==> src/rtl/rv32_bus_pkg.sv <==
`default_nettype none
// ============================================================================
// Module   : rv32_bus_pkg
// Brief    : Shared encodings for the RV32I fetch/LSU memory arbiter.
// Revision : 1.0 - initial release
// ============================================================================
package rv32_bus_pkg;

    typedef enum logic [1:0] {
        ST_IDLE   = 2'd0,
        ST_WAIT_I = 2'd1,
        ST_WAIT_D = 2'd2
    } arb_state_t;

    localparam logic OWN_IF  = 1'b0;
    localparam logic OWN_LSU = 1'b1;

    // Fetches always read a full word; replicate this bit across the byte-enable width.
    localparam logic IF_BE_BIT = 1'b1;

    function automatic logic owner_of_state(input arb_state_t s);
        return (s == ST_WAIT_D) ? OWN_LSU : OWN_IF;
    endfunction

endpackage : rv32_bus_pkg
`default_nettype wire

==> src/rtl/rv32_arb_watchdog.sv <==
`default_nettype none
// ============================================================================
// Module   : rv32_arb_watchdog
// Brief    : Response-wait counter; expire flags the last allowed wait cycle.
// Revision : 1.0 - initial release
// ============================================================================
module rv32_arb_watchdog #(
    parameter int TIMEOUT_CYC = 64
) (
    input  logic clk,
    input  logic rst,
    input  logic clear,
    input  logic enable,
    output logic expire
);

    localparam int                CNT_W    = $clog2(TIMEOUT_CYC);
    localparam logic [CNT_W-1:0]  CNT_LAST = CNT_W'(TIMEOUT_CYC - 1);

    logic [CNT_W-1:0] cnt;

    always_ff @(posedge clk or posedge rst) begin
        if (rst) begin
            cnt <= '0;
        end else if (clear) begin
            cnt <= '0;
        end else if (enable) begin
            cnt <= cnt + 1'b1;
        end
    end

    assign expire = enable && (cnt == CNT_LAST);

endmodule : rv32_arb_watchdog
`default_nettype wire

==> src/rtl/rv32_mem_arbiter.sv <==
`default_nettype none
// ============================================================================
// Module   : rv32_mem_arbiter
// Brief    : One-outstanding-transaction arbiter between IF and LSU masters
//            and a single-port memory, with a response watchdog.
//            Define RV32_ARB_RR_EN for round-robin conflict resolution.
// Revision : 1.0 - initial release
// ============================================================================
module rv32_mem_arbiter
    import rv32_bus_pkg::*;
#(
    parameter int ADDR_W      = 32,
    parameter int DATA_W      = 32,
    parameter int TIMEOUT_CYC = 64
) (
    input  logic                clk,
    input  logic                rst,
    input  logic                if_req,
    input  logic [ADDR_W-1:0]   if_addr,
    output logic                if_gnt,
    output logic                if_rvalid,
    output logic [DATA_W-1:0]   if_rdata,
    input  logic                d_req,
    input  logic                d_we,
    input  logic [DATA_W/8-1:0] d_be,
    input  logic [ADDR_W-1:0]   d_addr,
    input  logic [DATA_W-1:0]   d_wdata,
    output logic                d_gnt,
    output logic                d_rvalid,
    output logic [DATA_W-1:0]   d_rdata,
    output logic                mem_req,
    output logic                mem_we,
    output logic [DATA_W/8-1:0] mem_be,
    output logic [ADDR_W-1:0]   mem_addr,
    output logic [DATA_W-1:0]   mem_wdata,
    input  logic                mem_rvalid,
    input  logic [DATA_W-1:0]   mem_rdata,
    output logic                err,
    output logic                err_src
);

    localparam int BE_W = DATA_W / 8;

    arb_state_t state;
    arb_state_t state_nxt;
    logic       grant;
    logic       sel_lsu;
    logic       in_wait;
    logic       owner;
    logic       resp;
    logic       tout;
    logic       expire;

    // Gating with rst keeps grants quiet while reset is held, not just after the edge.
    assign grant   = !rst && (state == ST_IDLE) && (if_req || d_req);
    assign in_wait = (state == ST_WAIT_I) || (state == ST_WAIT_D);
    assign owner   = owner_of_state(state);
    assign resp    = in_wait && mem_rvalid;
    assign tout    = in_wait && expire && !mem_rvalid;

`ifdef RV32_ARB_RR_EN
    logic last_owner;

    always_ff @(posedge clk or posedge rst) begin
        if (rst) begin
            last_owner <= OWN_IF;
        end else if (grant) begin
            last_owner <= sel_lsu ? OWN_LSU : OWN_IF;
        end
    end

    // On conflict the master that did not own the previous transaction wins.
    assign sel_lsu = d_req && (!if_req || (last_owner == OWN_IF));
`else
    assign sel_lsu = d_req;
`endif

    always_ff @(posedge clk or posedge rst) begin
        if (rst) begin
            state <= ST_IDLE;
        end else begin
            state <= state_nxt;
        end
    end

    always_comb begin
        state_nxt = state;
        if_gnt    = 1'b0;
        d_gnt     = 1'b0;
        mem_req   = 1'b0;
        mem_we    = 1'b0;
        mem_be    = '0;
        mem_addr  = '0;
        mem_wdata = '0;
        if_rvalid = 1'b0;
        if_rdata  = '0;
        d_rvalid  = 1'b0;
        d_rdata   = '0;
        err       = 1'b0;
        err_src   = 1'b0;

        case (state)
            ST_IDLE: begin
                if (grant) begin
                    mem_req = 1'b1;
                    if (sel_lsu) begin
                        d_gnt     = 1'b1;
                        mem_we    = d_we;
                        mem_be    = d_be;
                        mem_addr  = d_addr;
                        mem_wdata = d_wdata;
                        state_nxt = ST_WAIT_D;
                    end else begin
                        if_gnt    = 1'b1;
                        mem_be    = {BE_W{IF_BE_BIT}};
                        mem_addr  = if_addr;
                        state_nxt = ST_WAIT_I;
                    end
                end
            end
            ST_WAIT_I, ST_WAIT_D: begin
                // A timeout completes the transaction with zero data so the owner never stalls.
                if (resp || tout) begin
                    state_nxt = ST_IDLE;
                    if (owner == OWN_LSU) begin
                        d_rvalid = 1'b1;
                        d_rdata  = resp ? mem_rdata : '0;
                    end else begin
                        if_rvalid = 1'b1;
                        if_rdata  = resp ? mem_rdata : '0;
                    end
                end
                if (tout) begin
                    err     = 1'b1;
                    err_src = owner;
                end
            end
            default: begin
                state_nxt = ST_IDLE;
            end
        endcase
    end

    rv32_arb_watchdog #(
        .TIMEOUT_CYC (TIMEOUT_CYC)
    ) u_watchdog (
        .clk    (clk),
        .rst    (rst),
        .clear  (grant),
        .enable (in_wait),
        .expire (expire)
    );

endmodule : rv32_mem_arbiter
`default_nettype wire

==> config.mk <==
export PLATFORM = sky130hd
export DESIGN_NAME = rv32_mem_arbiter
export DESIGN_NICKNAME = d
export VERILOG_FILES = /design/src/rtl/rv32_bus_pkg.sv /design/src/rtl/rv32_arb_watchdog.sv /design/src/rtl/rv32_mem_arbiter.sv
export SDC_FILE = /design/constraint.sdc
export NUM_CORES = 1
export LEC_CHECK = 0
export ABC_AREA = 1
export BUFFER_PORTS_ARGS = -buffer_cell sky130_fd_sc_hd__buf_2
export CAP_MARGIN = 20
export CELL_PAD_IN_SITES_DETAIL_PLACEMENT = 1
export CELL_PAD_IN_SITES_GLOBAL_PLACEMENT = 1
export CORE_MARGIN = 4
export CORE_UTILIZATION = 15
export DETAILED_ROUTE_END_ITERATION = 12
export PLACE_DENSITY = 0.85
export SLEW_MARGIN = 20
export SYNTH_ARGS = -nofsm -noshare
export SYNTH_HDL_FRONTEND = slang
export SYNTH_SLANG_ARGS = --single-unit
==> constraint.sdc <==
create_clock -name clk -period 1.85 [get_ports clk]
set_input_delay 0.185 -clock clk [delete_from_list [all_inputs] [get_ports clk]]
set_output_delay 0.185 -clock clk [all_outputs]
set_load 0.03 [all_outputs]
[After elaboration in Yosys (flattened, before gate mapping)]
Index checks and enable logic that the tools add are counted.
Word-level totals
  register bits: 8
  input bits: 138
  output and inout bits: 140
  word-level logic and storage cells: 67
Cells by class
  add/sub/neg operators: 1
  equal/unequal tests: 5
  muxes and demuxes: 44
  reductions and logical operators: 15
Operators by type and width (count)
  two-way mux 32 bit: 13
  two-way mux 1 bit: 22
  two-way mux 4 bit: 3
  two-way mux 6 bit: 2
  adder 6 x 1 -> 6 bit (second input constant): 1
  equality test 6 bit (second input constant): 1
  logical AND 1 bit: 6
  two-way mux 2 bit: 3
  inequality test 2 bit (second input constant): 2
  case mux 2 bit (2 select lines): 1
  logical OR 1 bit: 3
  equality test 2 x 1 -> 1 bit (second input constant): 1
  equality test 2 bit (second input constant): 1
  logical NOT 1 bit: 2
  logical NOT 2 bit: 1
  AND reduction 2 bit: 1
  nonzero test 2 bit: 1
  OR reduction 2 bit: 1

[Depth between registers and ports, before layout]
Gate-level depths: netlist of the first run.
  word-level depth: 8
  mapped depth: 8
  gate-level depth less buffers: 8

[By module]
Synthesis of the first run repeated with hierarchy kept, for this count alone.
Second synthesis, totals
  cells, all modules: 370
  area total of the unflattened synthesis: 1818.0 µm²
By module, submodules not included
  rv32_mem_arbiter: times used 1, cells each 328, area each 1500.2 µm², sequential area each 50.0 µm²
  rv32_arb_watchdog: times used 1, cells each 42, area each 317.8 µm², sequential area each 150.1 µm²

[Worst setup path after synthesis of the first run]
Ideal clock, no wire load.
  path kind: register -> output
  from: register state[1]
  to: output port if_rdata[10]
  arrival: 1.893 ns
  data required time: 1.665 ns
  slack: -0.228 ns
  cell stages (with the launch flop): 8
  path buffers: 3
  cells stage by stage: dfrtp_1 inv_1 ha_1 buf_2 nand2_1 buf_2 buf_1 nor3_1
On the way
  word-level cells in the longest chain between the ends: 8
  elaborated cells between the ends (all ways): 14
  those cells by class: eq/ne (2); mux (5); reduce/logical (7)
RTL lines
  start: declaration: line rv32_mem_arbiter.sv:44  | arb_state_t state;
  start signal: assignment: line rv32_mem_arbiter.sv:82  | state <= state_nxt;
  equality test 2 x 1 -> 1 bit / equality test 2 bit (equally long branches): line rv32_mem_arbiter.sv:56, rv32_mem_arbiter.sv:102, rv32_bus_pkg.sv:22
  logical OR 1 bit: line rv32_mem_arbiter.sv:56  | assign in_wait = (state == ST_WAIT_I) || (state == ST_WAIT_D);
  logical AND 1 bit: line rv32_arb_watchdog.sv:32  | assign expire = enable && (cnt == CNT_LAST);
  logical AND 1 bit (2 in a row): line rv32_mem_arbiter.sv:59  | assign tout = in_wait && expire && !mem_rvalid;
  logical OR 1 bit: line rv32_mem_arbiter.sv:123  | if (resp || tout) begin
  two-way mux 32 bit: line rv32_mem_arbiter.sv:123
  two-way mux 32 bit *: line rv32_mem_arbiter.sv:102  | case (state)
  end: declaration: line rv32_mem_arbiter.sv:22  | output logic [DATA_W-1:0] if_rdata,
Mark *: on every way between the ends. The rest lies on a longest branch, timed or not.

[Worst setup path in the final report of the first run]
  from: register state[0]
  to: output port d_rdata[18]
On the way
  word-level cells in the longest chain between the ends: 8
  elaborated cells between the ends (all ways): 14
  those cells by class: eq/ne (2); mux (5); reduce/logical (7)
RTL lines
  equality test 2 x 1 -> 1 bit / equality test 2 bit (equally long branches): line rv32_mem_arbiter.sv:56, rv32_mem_arbiter.sv:102, rv32_bus_pkg.sv:22
  logical OR 1 bit: line rv32_mem_arbiter.sv:56
  logical AND 1 bit: line rv32_arb_watchdog.sv:32
  logical AND 1 bit (2 in a row): line rv32_mem_arbiter.sv:59
  logical OR 1 bit: line rv32_mem_arbiter.sv:123
  two-way mux 32 bit: line rv32_mem_arbiter.sv:123
  two-way mux 32 bit *: line rv32_mem_arbiter.sv:102
  end: declaration: line rv32_mem_arbiter.sv:30  | output logic [DATA_W-1:0] d_rdata,
Marks and branches as above.

==> qor.txt, run 1 <==
Die Area: 13300 um2
design area: 4030 um2
Worst-path clk slew: 0.04 ns
starting density of the core: 15.7%
Crit. End Element: output pin
worst clock skew: 0.000918 ns
RSZ-0062 raised after global routing: yes
Worst VDD drop: 0.645 mV
CTS Buf Count: 3
Total Power: 0.00453 W
DR DRC count: 0
reg-to-reg endpoint: u_watchdog.cnt[5]
Clock Path Buffers: 2
share of layout cells above drive strength 1: 56.3%
reg2reg start: state[1]
Area growth syn-to-layout: 133%
first-pass GRT wire length: 16000 um
Fmax: 526 MHz
#FFs+latches synth: 8
hold crit path type: input port to asynchronous set/reset pin
clock share of power: 8.1%
Via Count: 3338
pre-CTS WS: 0.0798 ns
switching pwr: 0.00266 W
Diodes inserted: 0
Internal: 0.00187 W
initial antenna violation count: 1
Crit path required time: 1.66 ns
RD Place Congestion: 0.720
total wire length: 11100 um
DIE WIDTH: 115 um
combinational power share: 85.9%
clock tree from TritonCTS: done
reg2reg setup slack: 0.34 ns
post-synthesis area per instance: 4.76 um2
synthesized area: 1730 um2
DR iter-0 viols: 110
max-cap violation count: 0
Post-layout nets: 773
CP arrival: 1.72 ns
DPL Wire Length: 8590 um
Pre-antenna DRT Iters: 4
largest net degree at the start of global routing: 53
startpoint types: flop
Area contributors post-synth: nand2_1, nor3_1, dfrtp_1
clock sink count: 8
Warnings, synthesis: 0
top cell type's share of synthesized area: 32.2%
post-synth cell types: 20
final hold violations: 1
max-slew violation count: 0
Global Route Usage Sum: 14.7%
H-Tree Depth: 1
max_slew headroom: 81.5%
Sw Share: 58.6%
placed inst area: 3390 um2
syn_nets: 504
Via-to-Cell Ratio: 4.34
vias in the first global route: 3378
largest fanout on the critical path: 34
setup violators final: 2
Final min period: 1.90 ns
Leak Pwr: 2.41 nW
post-route antenna net violation count: 0
io pins: 278
PwrDens: 1120 nW/um2
crit path kind: flop to output pin
Rows: 38
Die Height: 115 um
sequential share of the synthesized area: 11.6%
Root Buffer: clkbuf_16
Worst Tran Pin Value: 0.277 ns
worst setup margin: -0.0527 ns
R2R depth: 8
Avg WL per Cell: 14.4 um
Worst-Skew Late Latency: 0.23 ns
gr ovfl total: 0
# fillers: 1473
Min Hold Slack: -0.000414 ns
failing checks: hold timing, setup timing
Port Buffer Count: 277
Seq pwr share: 6.1%
core area: 11000 um2
synthesized netlist cell count: 363
leading area contributor after synthesis: nand2_1
status: complete, but fails checks
part of the cycle the worst path needs: 103%
## critical path, stage by stage, from the launching register on
cell	delay [ns]
dfrtp_1	0.38
inv_2	0.08
ha_2	0.23
clkinv_1	0.11
buf_12	0.19
nor3_1	0.26
buf_4	0.21
## power by group through the flow
stage | clock network (W) | logic (W) | registers (W)
finish | 0.000366 | 0.00389 | 0.000274
global route | 0.000390 | 0.00419 | 0.000285
CTS | 0.000378 | 0.00362 | 0.000274
global placement | 0 | 0.00325 | 0.000268
floorplan | 0 | 0.00223 | 0.000262
detailed placement | 0 | 0.00330 | 0.000273
## metal layers
layer  vias to the layer above  routed length (um)  track usage [%]
li1                       1637                   -                -
met2                       171                5950             28.9
met3                        10                1220             4.47
met1                      1518                3770             15.0
met4                         2                 131             3.13
met5                         -                  13                0
## cells by family (layout without fill, tap and decap cells)
logic type	count (synthesis)	count (layout)	share of synthesized area (%)
and+or+nand+nor	273	273	66.5
adders and majority gates	3	3	2.17
AOI/OAI and AO/OA	7	7	2.03
DFF	8	8	11.6
buffers and inverters	72	339	17.7
## cell usage in the layout (no fill, tap or decap), drive strengths merged
cell type,Yosys,final
nor2,52,52
ha,3,3
o21ai,2,2
dfrtp,8,8
buf,18,290
inv,42,42
nand3,5,5
nor3,65,65
clkinv,1,1
nor3b,1,1
nand2,149,149
and2,1,1
a21oi,5,5
clkbuf,11,6
## worst max path at each step
stage	from	to
after floorplan	state[1]	if_rdata[10]
after global routing	state[0]	d_rdata[18]
after CTS	state[1]	mem_addr[28]
after detailed placement	state[0]	if_rdata[5]
final	state[0]	d_rdata[18]
after global placement	state[1]	if_rdata[5]
## sequential cells by signal, indices dropped and copies added, names as in the netlist
signal and cells:
state 2, u_watchdog.cnt 6
## synth_stat cells (all sizes together)
cell and n:
clkbuf 11, nor2 52, and2 1, clkinv 1, a21oi 5, nor3 65
inv 42, nor3b 1, o21ai 2, nand3 5, nand2 149, dfrtp 8
ha 3, buf 18
## metrics by stage
step | std cells | TNS, ns | hold slack [ns] | util (%)
final | 770 | -0.0871 | -0.000414 | 36.5
after global routing | 770 | -2.73 | 0.0178 | 36.5
after CTS | 770 | -0.436 | 0.00752 | 34.2
after detailed placement | 764 | 0 | 0.258 | 30.8
after global placement | 764 | 0 | 0.246 | 30.8
after floorplan | 363 | -10.10 | 0.0307 | -
## cell type report
class	instances	area (um2)	share of cell area, %
Multi-Input combinational cell	283	1470	36.4
Clock buffer	3	75.1	1.86
Inverter	43	164	4.07
Timing Repair Buffer	293	1950	48.4
Sequential cell	8	200	4.97
Tap cell	140	175	4.35
## what timing repair did
| item | CTS | global route |
|---|---|---|
| cloned | 1 | 2 |
| pin swaps | 13 | 1 |
| gates resized for setup | 82 | 106 |
| setup buffers | 2 | 0 |
| endpoints found under the setup margin | 91 | 95 |
| hold buffers | 0 | 0 |
No activity file was read; power rests on OpenSTA's default activity.
==> run 2: changes to the inputs <==
--- a/config.mk
+++ b/config.mk
@@ -5,7 +5,6 @@
 export SDC_FILE = /design/constraint.sdc
 export NUM_CORES = 1
 export LEC_CHECK = 0
-export ABC_AREA = 1
 export BUFFER_PORTS_ARGS = -buffer_cell sky130_fd_sc_hd__buf_2
 export CAP_MARGIN = 20
 export CELL_PAD_IN_SITES_DETAIL_PLACEMENT = 1
@@ -13,7 +12,7 @@
 export CORE_MARGIN = 4
 export CORE_UTILIZATION = 15
 export DETAILED_ROUTE_END_ITERATION = 12
-export PLACE_DENSITY = 0.85
+export PLACE_DENSITY = 0.84
 export SLEW_MARGIN = 20
 export SYNTH_ARGS = -nofsm -noshare
 export SYNTH_HDL_FRONTEND = slang
==> run 2 against run 1 <==
Compared with the run above: the run ends with setup timing left; critical path depth unchanged; core utilization up 2.9 points; non-clock buffer count up 10; via count down 17%; sequential share of layout area up 0.13 points; highest routed layer is now met4.
==> qor.txt, run 2 <==
Worst-Skew Late Latency: 0.23 ns (about the same)
failing checks: setup timing (was hold timing, setup timing)
met3 Use GR: 2.97% (was 4.47%)
Placed Cells: 608 (was 764)
post-route antenna net violation count: 0 (unchanged)
Final min period: 1.93 ns (was 1.90 ns)
startpoint types: flop (unchanged)
part of the cycle the worst path needs: 105% (was 103%)
Rows: 36 (was 38)
syn_nets: 350 (was 504)
Via Count: 2756 (was 3338)
DR iter-0 viols: 122 (was 110)
Port Buffer Count: 277 (unchanged)
Avg WL per Cell: 18.7 um (was 14.4 um)
non-filler cells, final: 627 (was 770)
worst clock skew: 0.000640 ns (was 0.000918 ns)
top cell type's share of synthesized area: 25.7% (was 32.2%)
Warnings, synthesis: 0 (unchanged)
max-slew violation count: 0 (unchanged)
initial antenna violation count: 0 (was 1)
setup tns final: -3.94 ns (was -0.0871 ns)
max-cap violation count: 0 (unchanged)
leading area contributor after synthesis: and2_1 (was nand2_1)
Leak Pwr: 2.32 nW (was 2.41 nW)
Diodes inserted: 0 (unchanged)
Top delay family on crit path: buffers and inverters (unchanged)
met1 usage: 16.1% (was 15.0%)
Crit path required time: 1.66 ns (about the same)
GRT busiest layer: met2 (unchanged)
setup violators final: 70 (was 2)
Worst VDD drop: 0.355 mV (was 0.645 mV)
PwrDens: 1010 nW/um2 (was 1120 nW/um2)
crit-path cells: buf_4 > ha_1 > and3_1 > buf_12 > and2_1 > buf_2 (was inv_2 > ha_2 > clkinv_1 > buf_12 > nor3_1 > buf_4)
total wire length: 11700 um (was 11100 um)
clock tree from TritonCTS: done (unchanged)
Clock Path Buffers: 2 (unchanged)
synthesized area: 1560 um2 (was 1730 um2)
Crit. End Element: output pin (unchanged)
DR DRC count: 0 (unchanged)
synth cell count leaders: and2_1, and3_1, a22o_1 (was nand2_1, nor3_1, nor2_1)
commonest non-fill, non-tap cell in the layout: buf_2 (unchanged)
DIE WIDTH: 110 um (was 115 um)
Post-layout nets: 637 (was 773)
Reg with most FFs: u_watchdog.cnt (unchanged)
RSZ-0062 raised after global routing: yes (unchanged)
crit path kind: flop to output pin (unchanged)
share of layout cells above drive strength 1: 65.6% (was 56.3%)
Die Area: 12100 um2 (was 13300 um2)
Synth Flop Type: dfrtp_1 (unchanged)
Root Buffer: clkbuf_8 (was clkbuf_16)
Regs by FF count: u_watchdog.cnt x6, state x2 (unchanged)
hold crit path type: input port to flop (was input port to asynchronous set/reset pin)
max_slew headroom: 76.9% (was 81.5%)
Area growth syn-to-layout: 152% (was 133%)
DPL Wire Length: 8320 um (was 8590 um)
Die Height: 110 um (was 115 um)
post-synth cell types: 34 (was 20)
GR Util met2: 34.4% (was 28.9%)
CP arrival: 1.75 ns (was 1.72 ns)
Worst Tran Pin Value: 0.345 ns (was 0.277 ns)
status: complete, but fails checks (unchanged)
Area contributors post-synth: and2_1, a22o_1, and3_1 (was nand2_1, nor3_1, dfrtp_1)
most frequent cells in the layout: buf_2, buf_4, and2_1 (was buf_2, nand2_1, buf_4)
synthesized netlist cell count: 209 (was 363)
starting density of the core: 15.7% (about the same)
most frequent cell after synthesis: and2_1 (was nand2_1)
CTS Buf Count: 3 (unchanged)
Global Route Usage Sum: 16.5% (was 14.7%)
placed inst area: 3120 um2 (was 3390 um2)
# fillers: 1243 (was 1473)
max reg flops: 6 (unchanged)
sequential share of the synthesized area: 12.8% (was 11.6%)
post-synthesis area per instance: 7.47 um2 (was 4.76 um2)
EDFF count, synth: 0 (unchanged)
reg2reg setup slack: 0.12 ns (was 0.34 ns)
largest net degree at the start of global routing: 39 (was 53)
post-synthesis async set-or-reset flop share: 100% (unchanged)
final hold violations: 0 (was 1)
gr ovfl total: 0 (unchanged)
vias in the first global route: 2978 (was 3378)
first-pass GRT wire length: 15700 um (was 16000 um)
RD Place Congestion: 0.821 (was 0.720)
largest fanout on the critical path: 32 (was 34)
Worst-path clk slew: 0.04 ns (about the same)
design area: 3930 um2 (was 4030 um2)
Fmax: 517 MHz (was 526 MHz)
Slowest cell on crit path: dfrtp_1 (unchanged)
Via-to-Cell Ratio: 4.40 (was 4.34)
worst setup margin: -0.0841 ns (was -0.0527 ns)
clock sink count: 8 (unchanged)
#FFs+latches synth: 8 (unchanged)
H-Tree Depth: 1 (unchanged)
WP buf/inv: 3 (was 4)
utilization after layout: 39.4% (was 36.5%)
CP max stage delay: 0.38 ns (about the same)
io pins: 278 (unchanged)
core area: 9950 um2 (was 11000 um2)
Pre-antenna DRT Iters: 4 (unchanged)
[run 2: cell types whose count changed after synthesis, moves of 6 or more]
cell	change
and3_1	+35
buf_1	-6
nor3_1	-65
and2_1	+63
a22o_1	+32
nor2_1	-42
nand2_1	-144
inv_1	-38
[run 2: per-layer routing]
metal / vias up / share of wire, %
met1: 1294 / 33
met3: 18 / 7.9
met4: 0 / 1.7
met5: - / 0
li1: 1311 / -
met2: 133 / 58
[run 2: cells by family (layout without fill, tap and decap cells)]
logic type | count (synthesis) | in the layout | synth area share [%]
AO/OA/AOI/OAI | 45 | 45 | 23.8
XOR/XNOR | 4 | 4 | 2.25
adder cells (fa/ha/maj) | 3 | 3 | 2.41
buffers and inverters | 26 | 311 | 9.14
flip-flops | 8 | 8 | 12.8
multiplexers | 1 | 1 | 0.642
AND/OR/NAND/NOR | 122 | 122 | 48.9
[run 2: path summary, 6_finish.rpt]
path,startpoint,endpoint,cells after the start
worst max-delay path,state[1],d_rdata[28],6
worst min-delay path,rst,state[0],3
worst max register to register,state[0],state[1],6
worst min register to register,u_watchdog.cnt[1],u_watchdog.cnt[1],2
max in group asynchronous,rst,u_watchdog.cnt[2],3
min in group asynchronous,rst,state[1],3
[run 2: cell type report]
type	instances	area [um2]	area share [%]
clock buffer	3	41.3	1.05
inverter	5	18.8	0.478
timing repair buffer	303	2220	56.6
multi-input combinational	175	1280	32.5
tap	133	166	4.24
sequential	8	200	5.10
[run 2: report_power, final]
part	switching (W)	internal, W	total (W)	leakage [nW]
registers	0.0000417	0.000228	0.000270	0.107
logic	0.00193	0.00154	0.00347	2.20
clock network	0.0000757	0.000142	0.000217	0.0216
total	0.00204	0.00191	0.00396	2.32
[run 2: timing repair]
action	in CTS	in global routing
setup buffers	6	3
endpoints found under the hold margin	8	0
pin swaps	32	9
endpoints found under the setup margin	140	140
cloned	3	3
resized for setup	164	20
hold buffers	1	0
[run 2: worst register-to-register path, cell delays in order, from the launching register on]
cell and delay, ns:
dfrtp_1 0.38, inv_2 0.09, ha_4 0.23, and4_4 0.20, buf_4 0.14, a31oi_1 0.30
o221ai_1 0.23
[run 2: through the flow]
| step | power (W) | hold WS (ns) | setup WS, ns |
|---|---|---|---|
| 3_5_place_dp | 0.00292 | 0.238 | 0.0413 |
| 5_1_grt | 0.00418 | 0.419 | -0.177 |
| 6_report | 0.00396 | 0.407 | -0.0841 |
| 3_3_place_gp | 0.00284 | 0.213 | 0.0832 |
| 2_1_floorplan | 0.00206 | 0.000658 | -0.0552 |
| 4_1_cts | 0.00377 | 0.372 | -0.0756 |
